[config.mk]
export PLATFORM = sky130hd
export DESIGN_NAME = sram_req_arbiter
export DESIGN_NICKNAME = d
export VERILOG_FILES = /design/src/rtl/sram_req_arbiter.sv
export SDC_FILE = /design/constraint.sdc
export NUM_CORES = 1
export LEC_CHECK = 0
export BUFFER_PORTS_ARGS = -buffer_cell sky130_fd_sc_hd__buf_2
export CAP_MARGIN = 15
export CORE_AREA = 2 2 122 124
export DETAILED_ROUTE_END_ITERATION = 8
export DIE_AREA = 0 0 124 126
export PLACE_DENSITY = 0.52
export SLEW_MARGIN = 10
export SYNTH_ARGS = -nofsm -noshare
export SYNTH_HDL_FRONTEND = slang
export SYNTH_SLANG_ARGS = --single-unit
[constraint.sdc]
create_clock -name clk -period 4.3 [get_ports clk]
set_clock_uncertainty 0.2 [all_clocks]
set_input_delay 0.645 -clock clk [delete_from_list [all_inputs] [get_ports clk]]
set_output_delay 0.645 -clock clk [all_outputs]
set_load 0.1 [all_outputs]
[src/rtl/sram_req_arbiter.sv]
// Shares one SRAM-like port between inst and data requesters: fixed priority (data first),
// grant held until address handshake, in-order owner FIFO steers responses, flushed fetches dropped.
module sram_req_arbiter #(
  parameter int DEPTH = 4,
  parameter int PTR_W = 2
) (
  input  logic             clk,
  input  logic             resetn,
  input  logic             inst_req,
  input  logic             inst_wr,
  input  logic [1:0]       inst_size,
  input  logic [31:0]      inst_addr,
  input  logic [31:0]      inst_wdata,
  output logic             inst_addr_ok,
  output logic             inst_data_ok,
  output logic [31:0]      inst_rdata,
  input  logic             data_req,
  input  logic             data_wr,
  input  logic [1:0]       data_size,
  input  logic [31:0]      data_addr,
  input  logic [31:0]      data_wdata,
  output logic             data_addr_ok,
  output logic             data_data_ok,
  output logic [31:0]      data_rdata,
  input  logic             flush,
  output logic             m_req,
  output logic             m_wr,
  output logic [1:0]       m_size,
  output logic [31:0]      m_addr,
  output logic [31:0]      m_wdata,
  input  logic             m_addr_ok,
  input  logic             m_data_ok,
  input  logic [31:0]      m_rdata,
  output logic             busy,
  output logic             proto_err
);

  localparam logic [PTR_W:0] FULL_CNT = (PTR_W + 1)'(DEPTH);

  logic             lock_vld_q, lock_vld_d;
  logic             lock_owner_q, lock_owner_d;
  logic             lock_disc_q, lock_disc_d;
  logic [PTR_W:0]   count_q, count_d;
  logic [PTR_W-1:0] rd_ptr_q, rd_ptr_d, wr_ptr_q, wr_ptr_d;
  logic [DEPTH-1:0] vld_q, vld_d, own_q, own_d, disc_q, disc_d;
  logic             proto_err_q, proto_err_d;

  logic owner, full, xfer, pop, push_disc, head_own, head_disc;

  // Owner encoding: 1 = data, 0 = inst. A held lock overrides live priority.
  always_comb begin
    owner        = lock_vld_q ? lock_owner_q : data_req;
    full         = (count_q == FULL_CNT);
    m_req        = lock_vld_q | ((inst_req | data_req) & ~full);
    xfer         = m_req & m_addr_ok;
    m_wr         = owner ? data_wr    : inst_wr;
    m_size       = owner ? data_size  : inst_size;
    m_addr       = owner ? data_addr  : inst_addr;
    m_wdata      = owner ? data_wdata : inst_wdata;
    inst_addr_ok = xfer & ~owner;
    data_addr_ok = xfer & owner;
    head_own     = own_q[rd_ptr_q];
    head_disc    = disc_q[rd_ptr_q];
    pop          = m_data_ok & (count_q != '0);
    inst_data_ok = pop & ~head_own & ~head_disc & ~flush;
    data_data_ok = pop & head_own;
    inst_rdata   = m_rdata;
    data_rdata   = m_rdata;
    push_disc    = ~owner & (flush | (lock_vld_q & lock_disc_q));
    busy         = (count_q != '0);
    proto_err    = proto_err_q;
  end

  always_comb begin
    lock_vld_d   = lock_vld_q;
    lock_owner_d = lock_owner_q;
    lock_disc_d  = lock_disc_q;
    if (xfer) begin
      lock_vld_d  = 1'b0;
      lock_disc_d = 1'b0;
    end else if (m_req) begin
      lock_vld_d   = 1'b1;
      lock_owner_d = owner;
      lock_disc_d  = ~owner & ((lock_vld_q & lock_disc_q) | flush);
    end

    vld_d  = vld_q;
    own_d  = own_q;
    disc_d = disc_q;
    // A flush poisons every queued fetch; the response still pops but is not forwarded.
    if (flush) disc_d = disc_q | (vld_q & ~own_q);
    if (pop) vld_d[rd_ptr_q] = 1'b0;
    if (xfer) begin
      vld_d[wr_ptr_q]  = 1'b1;
      own_d[wr_ptr_q]  = owner;
      disc_d[wr_ptr_q] = push_disc;
    end

    wr_ptr_d = xfer ? wr_ptr_q + 1'b1 : wr_ptr_q;
    rd_ptr_d = pop  ? rd_ptr_q + 1'b1 : rd_ptr_q;
    case ({xfer, pop})
      2'b10:   count_d = count_q + 1'b1;
      2'b01:   count_d = count_q - 1'b1;
      default: count_d = count_q;
    endcase
    proto_err_d = proto_err_q | (m_data_ok & (count_q == '0));
  end

  always_ff @(posedge clk or negedge resetn) begin
    if (!resetn) begin
      lock_vld_q   <= 1'b0;
      lock_owner_q <= 1'b0;
      lock_disc_q  <= 1'b0;
      count_q      <= '0;
      rd_ptr_q     <= '0;
      wr_ptr_q     <= '0;
      vld_q        <= '0;
      proto_err_q  <= 1'b0;
    end else begin
      lock_vld_q   <= lock_vld_d;
      lock_owner_q <= lock_owner_d;
      lock_disc_q  <= lock_disc_d;
      count_q      <= count_d;
      rd_ptr_q     <= rd_ptr_d;
      wr_ptr_q     <= wr_ptr_d;
      vld_q        <= vld_d;
      proto_err_q  <= proto_err_d;
    end
  end

  // Owner/discard payload is always written on push before it is read.
  always_ff @(posedge clk) begin
    own_q  <= own_d;
    disc_q <= disc_d;
  end

endmodule

# Yosys cells after proc, flatten, opt, wreduce, memory -nomap -nowiden
# Index checks and enable logic that the tools add are counted.
[op_classes]
eq_ne = 3
n_addsub = 4
muxes = 24
n_reduce_logical = 7
bitwise = 28
n_lt_le_gt_ge = 4
[ops]
columns = ["operator", "count"]
rows = [
  ["2-to-1 mux 32 bit", 2],
  ["2-to-1 mux 4 bit", 4],
  ["AND 1 bit", 12],
  ["2-to-1 mux 1 bit", 10],
  ["AND 4 bit", 2],
  ["bitwise mux 4 bit", 2],
  ["NOT 4 bit", 2],
  ["OR 4 bit", 2],
  ["less-than comparator 2 x 3 -> 1 bit, second input constant", 2],
  ["NOT 1 bit", 6],
  ["case mux 3 bit (2 select lines)", 1],
  ["adder 2 x 1 -> 2 bit, second input constant", 2],
  ["binary-select mux 1 bit (select 2 bit)", 2],
  ["demux 1 bit (select 2 bit)", 2],
  ["greater-or-equal comparator 2 x 1 -> 1 bit, second input constant", 2],
  ["OR 1 bit", 4],
  ["nonzero test 2 bit", 2],
  ["adder 3 x 1 -> 3 bit, second input constant", 1],
  ["equality test 3 bit, second input constant", 1],
  ["zero test 3 bit", 1],
  ["nonzero test 3 bit", 1],
  ["subtractor 3 x 1 -> 3 bit, second input constant", 1],
  ["equality test 2 x 1 -> 1 bit, second input constant", 1],
  ["equality test 2 bit, second input constant", 1],
  ["other kinds (3)", 4],
]
[totals]
reg_bits = 23
out_inout_bits = 138
inputBits = 173

# Longest topological paths before layout
[logic_depth]
ltp_word = 9
mapped_depth = 9
mapped_depth_nobuf = 9

# Least setup slack after synthesis
# Ideal clock, no wire load.
[synth_path]
path_kind = "in2out"
startpoint = "input m_data_ok"
endpoint = "output inst_data_ok"
path_slack_ps = -708
arrival_ps = 4163
path_stages = 3
n_path_buf = 1
t_required_ps = 3455
cell_sequence = "o31a_1 -> clkbuf_1 -> nor4b_1"
[synth_between]
elab_chain_len = 4
[synth_rtl]
columns = ["element", "line_no", "rtl"]
rows = [
  ["start: declaration", "32", "input logic m_data_ok,"],
  ["AND 1 bit", "64", "pop = m_data_ok & (count_q != '0);"],
  ["AND 1 bit (3 in series)", "65", "inst_data_ok = pop & ~head_own & ~head_disc & ~flush;"],
  ["end: declaration", "15", "output logic inst_data_ok,"],
]
# No other way between the ends.

# Final worst setup path
[layout_path]
startpoint = "register lock_vld_q"
endpoint = "output m_wdata[4]"
[layout_between]
elab_chain_len = 2
[layout_rtl]
columns = ["element", "line_no", "rtl"]
rows = [
  ["start: declaration", "40", "logic lock_vld_q, lock_vld_d;"],
  ["start signal: assignment", "120", "lock_vld_q <= lock_vld_d;"],
  ["2-to-1 mux 1 bit", "52", "owner = lock_vld_q ? lock_owner_q : data_req;"],
  ["2-to-1 mux 32 bit", "59", "m_wdata = owner ? data_wdata : inst_wdata;"],
  ["end: declaration", "30", "output logic [31:0] m_wdata,"],
]
# No other way between the ends.

==> impl_metrics.ini <==
[clocking]
cts_sinks = 23
cts_tree = built
numCtsBuffers = 3
cts.path.max_buffers = 2
root_buffer = clkbuf_16
cts_setup_buffers = 0
cts.clk_slew.worst_paths_ps = 60
postCtsHoldBufs = 0
cts_max_level = 1
clk_latency_ps = 260
cts.repair.resized = 0

[worst_setup_path]
crit_type = flip-flop to primary output
cp_cell_sequence = mux2i_4 -> buf_4 -> nand2_1 -> nand2_1 -> buf_2
regToRegSetupSlack_ps = 1820
crit_arrival_ps = 2480
r2r_end = count_q[2]$_DFFE_PN0P_
critPathMaxStageDelay_ps = 610
cp.required_ps = 3450
critPathMostFrequentCell = nand2_1
reg2reg_depth = 9
worstReg2RegStart = count_q[0]$_DFFE_PN0P_
start_kind = flip-flop
crit_path_end_kind = primary output
cp_slowest_cell = buf_4
crit_fanout = 70

[yosys]
synth_fa_ha_area_share_pct = 5.35
synth_top_area_share_pct = 31.8
yosysTopAreaCell = nand2_1
synth_simple_gate_area_share_pct = 36.2
yosysWarnings = 0
synth_xor_area_share_pct = 1.77
synthTopCellsByCount = nand2_1 (210), buf_4 (65), dfrtp_1 (15)
syn_area_um2 = 2480
async_reset_ff_share_pct = 65.2
synth-compound-area-share_pct = 3.83
synth_area_per_cell_um2 = 6.49
synth_most_common_cell = nand2_1
synth_edf_count = 4
ys.flop_type = dfrtp_1
synth_top_family_by_area = simple AND/OR/NAND/NOR gates
ys_types = 32
ys_top_cells_by_area = nand2_1 (32%), buf_4 (20%), dfrtp_1 (15%)
ys_ff_latch = 23
synthMuxAreaShare_pct = 5.25
synth_nets = 565
ys_seq_area_share_pct = 23.2
netlist_instances = 382

[sta]
slew_headroom_pct = 50.9
finalSetupTns_ps = 0
maxSlewViolCount = 0
period_minus_slack_ps = 3330
tightest_slew_ps = 737
final_hold_viol_count = 0
grt_setup_unrepaired = no
max_freq_mhz = 300
finalSetupViolations = 0
fin_crit_sh_pct = 77.4

[placed_design]
dp.cells = 704
gp_congestion = 0.796
dp_hpwl_um = 9570
io_buffers = 214

[global_routing]
grt_pass1_wl_um = 15200
grt_overflow = 0
track_usage_pct = 13.2
grt_pass1_vias = 2542
grt_max_degree = 71
antenna_found_initial = 0

[layout]
register_area_um2 = 576
instances_no_fill = 708
diodes = 0
fillers = 1664
multi_input_area_um2 = 1310
drive_above_1_share_pct = 44.1
final_nets = 708
syn_to_final_growth_pct = 35.7

[routing]
first_iter_violations = 169
via_per_inst = 3.98
wl_um = 11200
vias = 2815
post-route-drc-count = 0
drtPass1Iterations = 4
ant_nets = 0
wl_per_cell_um = 15.8

[pwr]
ir_drop_mv = 0.341
power_density_nw_per_um2 = 901
power_uw = 3030
p_leak_uw = 0.00206

[min_path]
hp-class = primary input to asynchronous set/reset pin

[die]
die_area_um2 = 15600
io_pins = 311
die_x_um = 124
start_util_pct = 17.3
fp.coreArea_um2 = 14300
die_height_um = 126
rows = 44

[outcome]
outcome = finished clean

[flow_run]
maxCapViolations = 0
state kept, by name (all words and copies together) (netlist names):
register / count
wr_ptr_q: 2
lock_vld_q: 1
rd_ptr_q: 2
count_q: 3
vld_q: 4
proto_err: 1
lock_owner_q: 1
lock_disc_q: 1
own_q: 4
disc_q: 4
where the power goes:
part | internal (uW) | switching (uW)
Clock | 125 | 78.9
Combinational | 431 | 1990
Sequential | 322 | 85.3
Total | 878 | 2160
layout make-up:
class	count	area share [%]
clock buffer	3	2.23
clock inverter	1	0.149
inverter	16	1.78
multi-input combinational	264	39.0
sequential	23	17.1
tap	184	6.84
timing repair buffer	217	32.9
worst max path at each step:
stage	start	endpoint	slack, ps	depth (start not counted)
after floorplan	m_data_ok	inst_data_ok	700	3
final	lock_vld_q$_DFFE_PN0P_	m_wdata[4]	970	5
after detailed placement	data_req	m_wdata[4]	1120	6
after CTS	lock_vld_q$_DFFE_PN0P_	m_wdata[4]	970	5
after global placement	data_req	m_wdata[4]	1110	6
after global routing	lock_vld_q$_DFFE_PN0P_	m_addr[6]	850	5
critical path: cells and delay by family (launching register included):
family,cells,cell delay [ps]
buffers and inverters,2,1060
DFF,1,510
muxes,1,300
and+or+nand+nor,2,300
cell families after synthesis:
kind of cell / after synthesis
simple gates: 225
buf+inv: 95
flops: 23
compound gates: 14
mux: 10
fa+ha+maj: 10
xor+xnor: 5
placed cells by master, fill, tap and decap left out, types with 4 or more instances in the layout:
cell type / count
buf_2: 214
nand2_1: 210
dfrtp_1: 15
inv_1: 13
ha_1: 9
mux2i_1: 6
nor3_1: 4
a21o_1: 4
a31oi_1: 4
nor2_1: 4
dfxtp_1: 4
edfxtp_1: 4
stage by stage:
step	worst slack, ps	utilization [%]	instance area (um2)	hold slack, ps
2_1_floorplan	705	-	2490	149
3_3_place_gp	1110	23.0	3290	262
3_5_place_dp	1120	23.0	3290	266
4_1_cts	972	23.5	3370	103
5_1_grt	847	23.5	3370	109
6_report	972	23.5	3370	90.1
routing by layer:
layer / track usage, % / vias up / wire length [um]
met4: 1.32 / 0 / 65
li1: - / 1394 / -
met1: 19.3 / 1209 / 5260
met3: 6.79 / 10 / 1620
met2: 17.9 / 202 / 4280
met5: 0 / - / 0
No activity file was read; power rests on OpenSTA's default activity.
